**src/rtl/seq_multiplier_if.sv**
```systemverilog
// ==== seq_multiplier_if: start/operand/result bundle for seq_multiplier ====
// ==== Rev 1.0 =============================================================
`default_nettype none

interface seq_multiplier_if #(
  parameter int WIDTH = 8
);
  logic                 start;
  logic [WIDTH-1:0]     a;
  logic [WIDTH-1:0]     b;
  logic                 busy;
  logic                 done;
  logic [2*WIDTH-1:0]   p;

  modport master (
    output start, a, b,
    input  busy, done, p
  );

  modport slave (
    input  start, a, b,
    output busy, done, p
  );
endinterface

`default_nettype wire

```
**src/rtl/seq_multiplier.sv**
```systemverilog
// ==== seq_multiplier: shift-add multiplier, one result per WIDTH-cycle run; SEQ_MULT_SIGNED_EN adds two's complement ====
// ==== Rev 1.0 ===========================================================================================================
`default_nettype none

module seq_multiplier #(
  parameter int WIDTH = 8
) (
  input  logic              clk,
  input  logic              rst_n,
  seq_multiplier_if.slave   bus
);

  localparam int CW = $clog2(WIDTH + 1);

  typedef enum logic [0:0] {
    IDLE = 1'b0,
    RUN  = 1'b1
  } state_e;

  state_e               state_q, state_d;
  logic [WIDTH-1:0]     mcand_q, mcand_d;
  logic [WIDTH-1:0]     acc_q, acc_d;
  logic [WIDTH-1:0]     mplier_q, mplier_d;
  logic [CW-1:0]        count_q, count_d;
  logic [2*WIDTH-1:0]   p_q, p_d;
  logic                 done_q, done_d;
  logic [WIDTH:0]       sum;
  logic [2*WIDTH-1:0]   prod;
`ifdef SEQ_MULT_SIGNED_EN
  logic                 sign_q, sign_d;
`endif

  always_ff @(posedge clk) begin
    if (!rst_n) begin
      state_q  <= IDLE;
      mcand_q  <= '0;
      acc_q    <= '0;
      mplier_q <= '0;
      count_q  <= '0;
      p_q      <= '0;
      done_q   <= 1'b0;
`ifdef SEQ_MULT_SIGNED_EN
      sign_q   <= 1'b0;
`endif
    end else begin
      state_q  <= state_d;
      mcand_q  <= mcand_d;
      acc_q    <= acc_d;
      mplier_q <= mplier_d;
      count_q  <= count_d;
      p_q      <= p_d;
      done_q   <= done_d;
`ifdef SEQ_MULT_SIGNED_EN
      sign_q   <= sign_d;
`endif
    end
  end

  always_comb begin
    state_d  = state_q;
    mcand_d  = mcand_q;
    acc_d    = acc_q;
    mplier_d = mplier_q;
    count_d  = count_q;
    p_d      = p_q;
    done_d   = 1'b0;
`ifdef SEQ_MULT_SIGNED_EN
    sign_d   = sign_q;
`endif

    // The carry lands in sum[WIDTH]; the shifted product is {sum, mplier[W-1:1]}.
    sum  = {1'b0, acc_q} + {1'b0, (mplier_q[0] ? mcand_q : {WIDTH{1'b0}})};
    prod = {sum, mplier_q[WIDTH-1:1]};

    case (state_q)
      IDLE: begin
        if (bus.start) begin
          state_d = RUN;
          acc_d   = '0;
          count_d = '0;
`ifdef SEQ_MULT_SIGNED_EN
          // Magnitude of the most-negative value still fits as an unsigned WIDTH-bit number.
          mcand_d  = bus.a[WIDTH-1] ? -bus.a : bus.a;
          mplier_d = bus.b[WIDTH-1] ? -bus.b : bus.b;
          sign_d   = bus.a[WIDTH-1] ^ bus.b[WIDTH-1];
`else
          mcand_d  = bus.a;
          mplier_d = bus.b;
`endif
        end
      end
      RUN: begin
        acc_d    = sum[WIDTH:1];
        mplier_d = {sum[0], mplier_q[WIDTH-1:1]};
        count_d  = count_q + CW'(1);
        if (count_q == CW'(WIDTH - 1)) begin
          state_d = IDLE;
          done_d  = 1'b1;
`ifdef SEQ_MULT_SIGNED_EN
          p_d     = sign_q ? -prod : prod;
`else
          p_d     = prod;
`endif
        end
      end
      default: state_d = IDLE;
    endcase
  end

  assign bus.busy = (state_q == RUN);
  assign bus.done = done_q;
  assign bus.p    = p_q;

endmodule

`default_nettype wire

```
**src/flat_wrapper.sv**
```systemverilog
// flat-port wrapper written by rule: the top's interface ports become plain ports
module seq_multiplier_flat 
#(
  parameter int WIDTH = 8
)
  (clk, rst_n, bus_start, bus_a, bus_b, bus_busy, bus_done, bus_p);
  seq_multiplier_if #(.WIDTH(WIDTH)) bus_i ();
  input  logic clk;
  input  logic rst_n;
  input wire logic [$bits(bus_i.start)-1:0] bus_start;
  input wire logic [$bits(bus_i.a)-1:0] bus_a;
  input wire logic [$bits(bus_i.b)-1:0] bus_b;
  output wire logic [$bits(bus_i.busy)-1:0] bus_busy;
  output wire logic [$bits(bus_i.done)-1:0] bus_done;
  output wire logic [$bits(bus_i.p)-1:0] bus_p;
  assign bus_i.start = bus_start;
  assign bus_i.a = bus_a;
  assign bus_i.b = bus_b;
  assign bus_busy = bus_i.busy;
  assign bus_done = bus_i.done;
  assign bus_p = bus_i.p;
  seq_multiplier #(.WIDTH(WIDTH)) u_core (.clk(clk), .rst_n(rst_n), .bus(bus_i));
endmodule
```
**config.mk**
```make
export PLATFORM = sky130hd
export DESIGN_NAME = seq_multiplier_flat
export DESIGN_NICKNAME = d
export VERILOG_FILES = /design/src/rtl/seq_multiplier_if.sv /design/src/rtl/seq_multiplier.sv /design/src/flat_wrapper.sv
export SDC_FILE = /design/constraint.sdc
export NUM_CORES = 1
export LEC_CHECK = 0
export BUFFER_PORTS_ARGS = -buffer_cell sky130_fd_sc_hd__buf_2
export CORE_MARGIN = 5
export CORE_UTILIZATION = 36
export DETAILED_ROUTE_END_ITERATION = 10
export GPL_TIMING_DRIVEN = 0
export REMOVE_ABC_BUFFERS = 1
export SLEW_MARGIN = 10
export SYNTH_ARGS = -nofsm -noshare
export SYNTH_HDL_FRONTEND = slang
export SYNTH_SLANG_ARGS = --single-unit
```
**constraint.sdc**
```tcl
create_clock -name clk -period 3.8 [get_ports clk]
set_clock_uncertainty 0.1 [all_clocks]
set_input_delay 0 -clock clk [delete_from_list [all_inputs] [get_ports clk]]
set_output_delay 0 -clock clk [all_outputs]
set_load 0.005 [all_outputs]
```
==> metrics, run 1 <==
Int Power 732 uW; critical-path cell list and2_1 -> ha_1 -> fa_1 -> a21o_1 -> a221oi_2 -> xor2_1 -> o32ai_1; Worst-Skew Late Latency 0.29 ns; FMAX 0.427 GHz; P_leak 1.12 nW; Die Y 88.7 um; Antenna diodes 0; post-CTS sizing 0; Met3 Routed Length 166 um; flops & latches, synth 46; GRT Total Usage 12.4%; Synth async-reset ratio 0%; fill cell count 618; Slew Viols, Final 0; Synth Flop Type dfxtp_1; Worst Path Arrival 2.40 ns; WP data required 3.86 ns; cell with the most instances after synthesis dfxtp_1; Core Area 0.00596 mm2; Synth area leaders dfxtp_1, mux2i_1, nand2_1, ha_1, and2_1; Multi-input gate area 0.00120 mm2; post-route insts no fill 365; outcome complete, no violations; vias 1773; Comb pwr share 7.6%; Max-cap violations 0; critical path class flop to flop; Cells after Synth 247; DP HPWL 3030 um; Die W 88.7 um; Clk network pwr share 37.8%; area fraction of the dominant cell type after synthesis 41.3%; die area 0.00786 mm2; Fin. Hold Viols 0; PwrDens 348 mW/mm2; Post-Route WL 4470 um; crit-path leading delay family compound AO/OA/AOI/OAI gates; DRC 0; Post-synth EDFFs 0; Clock Tree Buf Depth 2; Avg Cell Area, Syn 9.02 um2; CTS Hold Bufs 15; min Tclk post-route 2.34 ns; Slew @ Worst Pin 0.918 ns; HP Class primary input to flop; Reg area 922 um2; switching part of the total 21.7%; number of post-CTS setup repair buffers 0; antenna violations before repair 0; gpl congestion 0.714; share of post-route cells with drive strength above 1 15.5%; # placed instances 342; Yosys warnings 0; DR iter-0 viols 91; Highest Signal Layer met4; row count 28; Sink Count 46; Initial Utilization 37.4%; clock root buffer clkbuf_8; GR Overflow Total 0; Slowest-stage cell, CP fa_1; first-pass GRT wire length 7740 um; WL met2 2050 um; top fanout value on the critical path 9; Routed Antenna Nets 0; Area Overhead vs Synth 20.5%; area leader, netlist dfxtp_1; Final period util 61.6%; Buf+Inv Stages, Crit Path 0; drt via density 4.86; Port Buffers 36; VDD IR-drop max 0.000149 V; Final setup viols 0; sequential share of the synthesized area 41.3%; CTS Buf Count 5; M1 WL 2230 um; largest net degree at the start of global routing 52; CTS tree done; # nets final 318; number of iterations in the first detailed-routing pass 4; setup tns final 0 ns; clock transition at the registers of the reported paths 0.08 ns; commonest cells in the netlist dfxtp_1, nand2_1, and2_1, mux2i_1, nor2b_1; Cell variety after synth 38; routed len/inst 12.3 um; net switching power figure 203 uW; RSZ-0062 raised after global routing false; CP endpoint kind flop; Post-Syn Area 0.00223 mm2; CTS H-tree lvls 2; Worst slew margin 38.7%; Top-Level Pins 37; vias in the first global route 1700; CP peak stage delay 0.40 ns; Reg power frac 54.6%; critical path launch point type flop
[metal layers]
layer,up-vias,global-route usage [%]
met4,0,5.22
met2,25,19.9
met3,2,2.70
met1,802,15.9
met5,-,0
li1,944,-
[power groups by stage]
stage	registers [mW]	logic, mW	clock network [mW]
3_3_place_gp	0.522	0.0600	0
6_report	0.511	0.0715	0.353
3_5_place_dp	0.522	0.0606	0
4_1_cts	0.511	0.0724	0.369
2_1_floorplan	0.517	0.0358	0
5_1_grt	0.514	0.0809	0.388
[cells by family (layout without fill, tap and decap cells)]
family	after synthesis	after routing	synth area share [%]
buffers and inverters	24	67	4.72
multiplexers	17	17	7.64
XOR/XNOR	4	4	1.57
AO/OA/AOI/OAI	53	53	16.2
flip-flops	46	46	41.3
AND/OR/NAND/NOR	93	93	22.6
adder cells (fa/ha/maj)	10	10	5.96
[worst register-to-register path, stage by stage (launching register included)]
cell and delay, ns:
dfxtp_1 0.38, and2_1 0.20, ha_1 0.21, fa_1 0.40
a21o_1 0.20, a221oi_2 0.31, xor2_1 0.28, o32ai_1 0.13
[final cells by class]
class	count	share of cell area (%)
clock buffer	7	2.84
inverter	8	1.12
sequential	46	34.4
tap	75	3.50
timing repair buffer	51	12.3
multi-input combinational	177	44.8
clock inverter	1	1.12
[state kept, by name, indices dropped and copies added, names as in the netlist]
| name | count |
|---|---|
| u_core.count_q | 4 |
| u_core.acc_q | 8 |
| u_core.bus.done | 1 |
| u_core.bus.p | 16 |
| u_core.mcand_q | 8 |
| u_core.mplier_q | 8 |
| u_core.bus.busy | 1 |
[worst paths after layout]
path	cells past startpoint	startpoint	slack [ns]	to
min reg2reg	2	u_core.bus.p[2]	0.36	u_core.bus.p[2]
max	7	u_core.mplier_q[0]	1.46	u_core.acc_q[5]
max reg2reg	7	u_core.mplier_q[0]	1.46	u_core.acc_q[5]
min	4	bus_b[3]	0.003	u_core.mplier_q[3]
[cell usage in the layout (no fill, tap or decap), types with 2 or more instances in the layout]
cell,count
dfxtp_1,45
buf_2,36
nand2_1,32
and2_1,17
mux2i_1,17
dlygate4sd3_1,15
nor2b_1,14
a21oi_1,12
o21ai_0,10
nand3_1,10
a21boi_0,10
ha_1,9
inv_1,8
nor3b_1,8
clkbuf_8,5
a21o_1,4
o2111ai_1,4
xor2_1,3
o32ai_1,3
nor2_1,3
o211ai_1,2
o311ai_0,2
o21a_1,2
clkbuf_1,2
[metrics by stage]
| step | util, % | hold slack, ns | setup WS [ns] | area, um2 | power, mW |
|---|---|---|---|---|---|
| global placement | 40.7 | 0.156 | 0.804 | 2430 | 0.582 |
| floorplan | - | 0.0161 | 1.68 | 2150 | 0.553 |
| finish | 45.1 | 0.00283 | 1.46 | 2680 | 0.935 |
| CTS | 45.1 | 0.0137 | 1.41 | 2680 | 0.952 |
| detailed placement | 40.8 | 0.166 | 1.43 | 2430 | 0.583 |
| global route | 45.1 | 0.0307 | 1.25 | 2680 | 0.983 |
No activity file was read; power rests on OpenSTA's default activity.
==> run 2: changes to the inputs <==
- clock period: 3.8 -> 2 ns (I/O delays scaled with it)
==> run 2 against run 1 <==
- the flow now finishes with violations (negative setup slack)
- setup slack worse by 1.6 ns
- final area is 8.1% higher
- first-iteration DRC count is 2.2% lower
- register-to-register slack worse by 1.6 ns
- fmax is 12% higher
- routed wire length is 7.5% higher
- total power is 91% higher
- core utilization is 3.6 points higher
- global-route usage is 0.38 points higher
- critical path type unchanged
- largest power group unchanged
- highest routed layer unchanged
==> metrics, run 2 (synthesis results as in run 1) <==
RSZ-0062 raised after global routing true; P_leak 1.17 nW; Final period util 105%; Area Overhead vs Synth 30.2%; routed len/inst 12.8 um; clock transition at the registers of the reported paths 0.08 ns; first-pass GRT wire length 7960 um; Die W 88.7 um; CTS Buf Count 5; antenna violations before repair 0; die area 0.00786 mm2; outcome finished, violations left; post-route insts no fill 377; Slew @ Worst Pin 0.921 ns; r2r setup slk -0.1 ns; Multi-input gate area 0.00132 mm2; Antenna diodes 0; hold path depth 4; GR Overflow Total 0; number of iterations in the first detailed-routing pass 4; DRC 0; DP HPWL 3030 um; reg2reg start u_core.mplier_q[0]; CP endpoint kind flop; setup tns final -0.332 ns; commonest cells after routing, fill and taps aside dfxtp_1, buf_2, nand2_1, mux2i_1, and2_1; Reg area 928 um2; Post-Route WL 4810 um; Worst Path Arrival 2.17 ns; total chip power 1.79 mW; fill cell count 600; Routed Antenna Nets 0; Worst-Skew Late Latency 0.29 ns; Initial Utilization 37.4%; worst slack at placement -0.367 ns; Port Buffers 36; final worst setup slack -0.0985 ns; FMAX 0.477 GHz; vias in the first global route 1750; # placed instances 342; worst reg-to-reg path cell count 8; Placed Instance Area 0.00243 mm2; failing checks negative setup slack; Worst slew margin 38.5%; Hold EP u_core.mplier_q[3]; Worst R2R End u_core.acc_q[5]; min Tclk post-route 2.10 ns; max reg flops 16; row count 28; GRT Total Usage 12.8%; clock root buffer clkbuf_8; largest net degree at the start of global routing 52; Hold Startpoint bus_b[3]; final core utilization 48.7%; Clock Tree Buf Depth 2; most common cell after layout, fill and taps aside dfxtp_1; DR iter-0 viols 89; WP data required 2.07 ns; critical-path cell list and2_4 -> ha_4 -> fa_2 -> a21o_1 -> a221oi_4 -> buf_6 -> xor2_4 -> o32ai_1; CTS H-tree lvls 2; Sink Count 46; share of post-route cells with drive strength above 1 24.5%; Slowest-stage cell, CP dfxtp_4; post-route cell area 0.00290 mm2; Slew Viols, Final 0; Top-Level Pins 37; HP Class primary input to flop; Max-cap violations 0; Die Y 88.7 um; final hold slack 0.00262 ns; Core Area 0.00596 mm2; PwrDens 616 mW/mm2; top fanout value on the critical path 6; critical path launch point type flop; drt via density 4.94; # nets final 330; CTS tree done; Final setup viols 5; CP peak stage delay 0.37 ns; VDD IR-drop max 0.000285 V; Fin. Hold Viols 0; gpl congestion 0.714; vias 1864; critical path class flop to flop
[run 2: report_power, final]
part           leakage [nW]  internal (mW)  switching [mW]
Combinational         0.744         0.0815          0.0624
Clock                0.0524          0.374           0.299
Sequential            0.375          0.938          0.0310
Total                  1.17           1.39           0.393
[run 2: worst max-delay path, delay by kind of cell, from the launching register on]
family / cells / cell delay [ns]
AOI/OAI and AO/OA: 3 / 0.55
xor gates and xnor gates: 1 / 0.17
adders and majority gates: 2 / 0.48
buffers and inverters: 1 / 0.15
DFF: 1 / 0.37
and+or+nand+nor: 1 / 0.15
[run 2: final cells by class]
| class | count | area share [%] |
|---|---|---|
| clock inverter | 1 | 1.04 |
| sequential | 46 | 32.0 |
| multi-input combinational | 177 | 45.4 |
| tap | 75 | 3.24 |
| clock buffer | 7 | 2.63 |
| timing repair buffer | 63 | 14.6 |
| inverter | 8 | 1.04 |
[run 2: worst max path at each step]
stage | start | endpoint | cells past startpoint
finish | u_core.mplier_q[0] | u_core.acc_q[5] | 8
floorplan | u_core.bus.busy | u_core.bus.p[10] | 4
global route | u_core.mplier_q[0] | u_core.acc_q[7] | 8
CTS | u_core.mplier_q[0] | u_core.acc_q[5] | 7
global placement | u_core.bus.busy | u_core.bus.p[10] | 3
detailed placement | u_core.bus.busy | u_core.bus.p[10] | 3
[run 2: per-layer routing]
metal	wire length [um]	vias up	global-route usage, %
met5	0	-	0
met4	40	0	5.22
met3	173	4	2.70
met2	2320	30	21.0
met1	2270	861	16.2
li1	-	969	-
[run 2: timing repair]
| action | 4_1_cts | 5_1_grt |
|---|---|---|
| hold buffers | 15 | 0 |
| hold endpoints to repair | 15 | 0 |
| setup endpoints to repair | 22 | 11 |
| setup buffers | 10 | 2 |
| gates resized for setup | 13 | 15 |
| pin swaps | 15 | 10 |
| cloned | 0 | 0 |
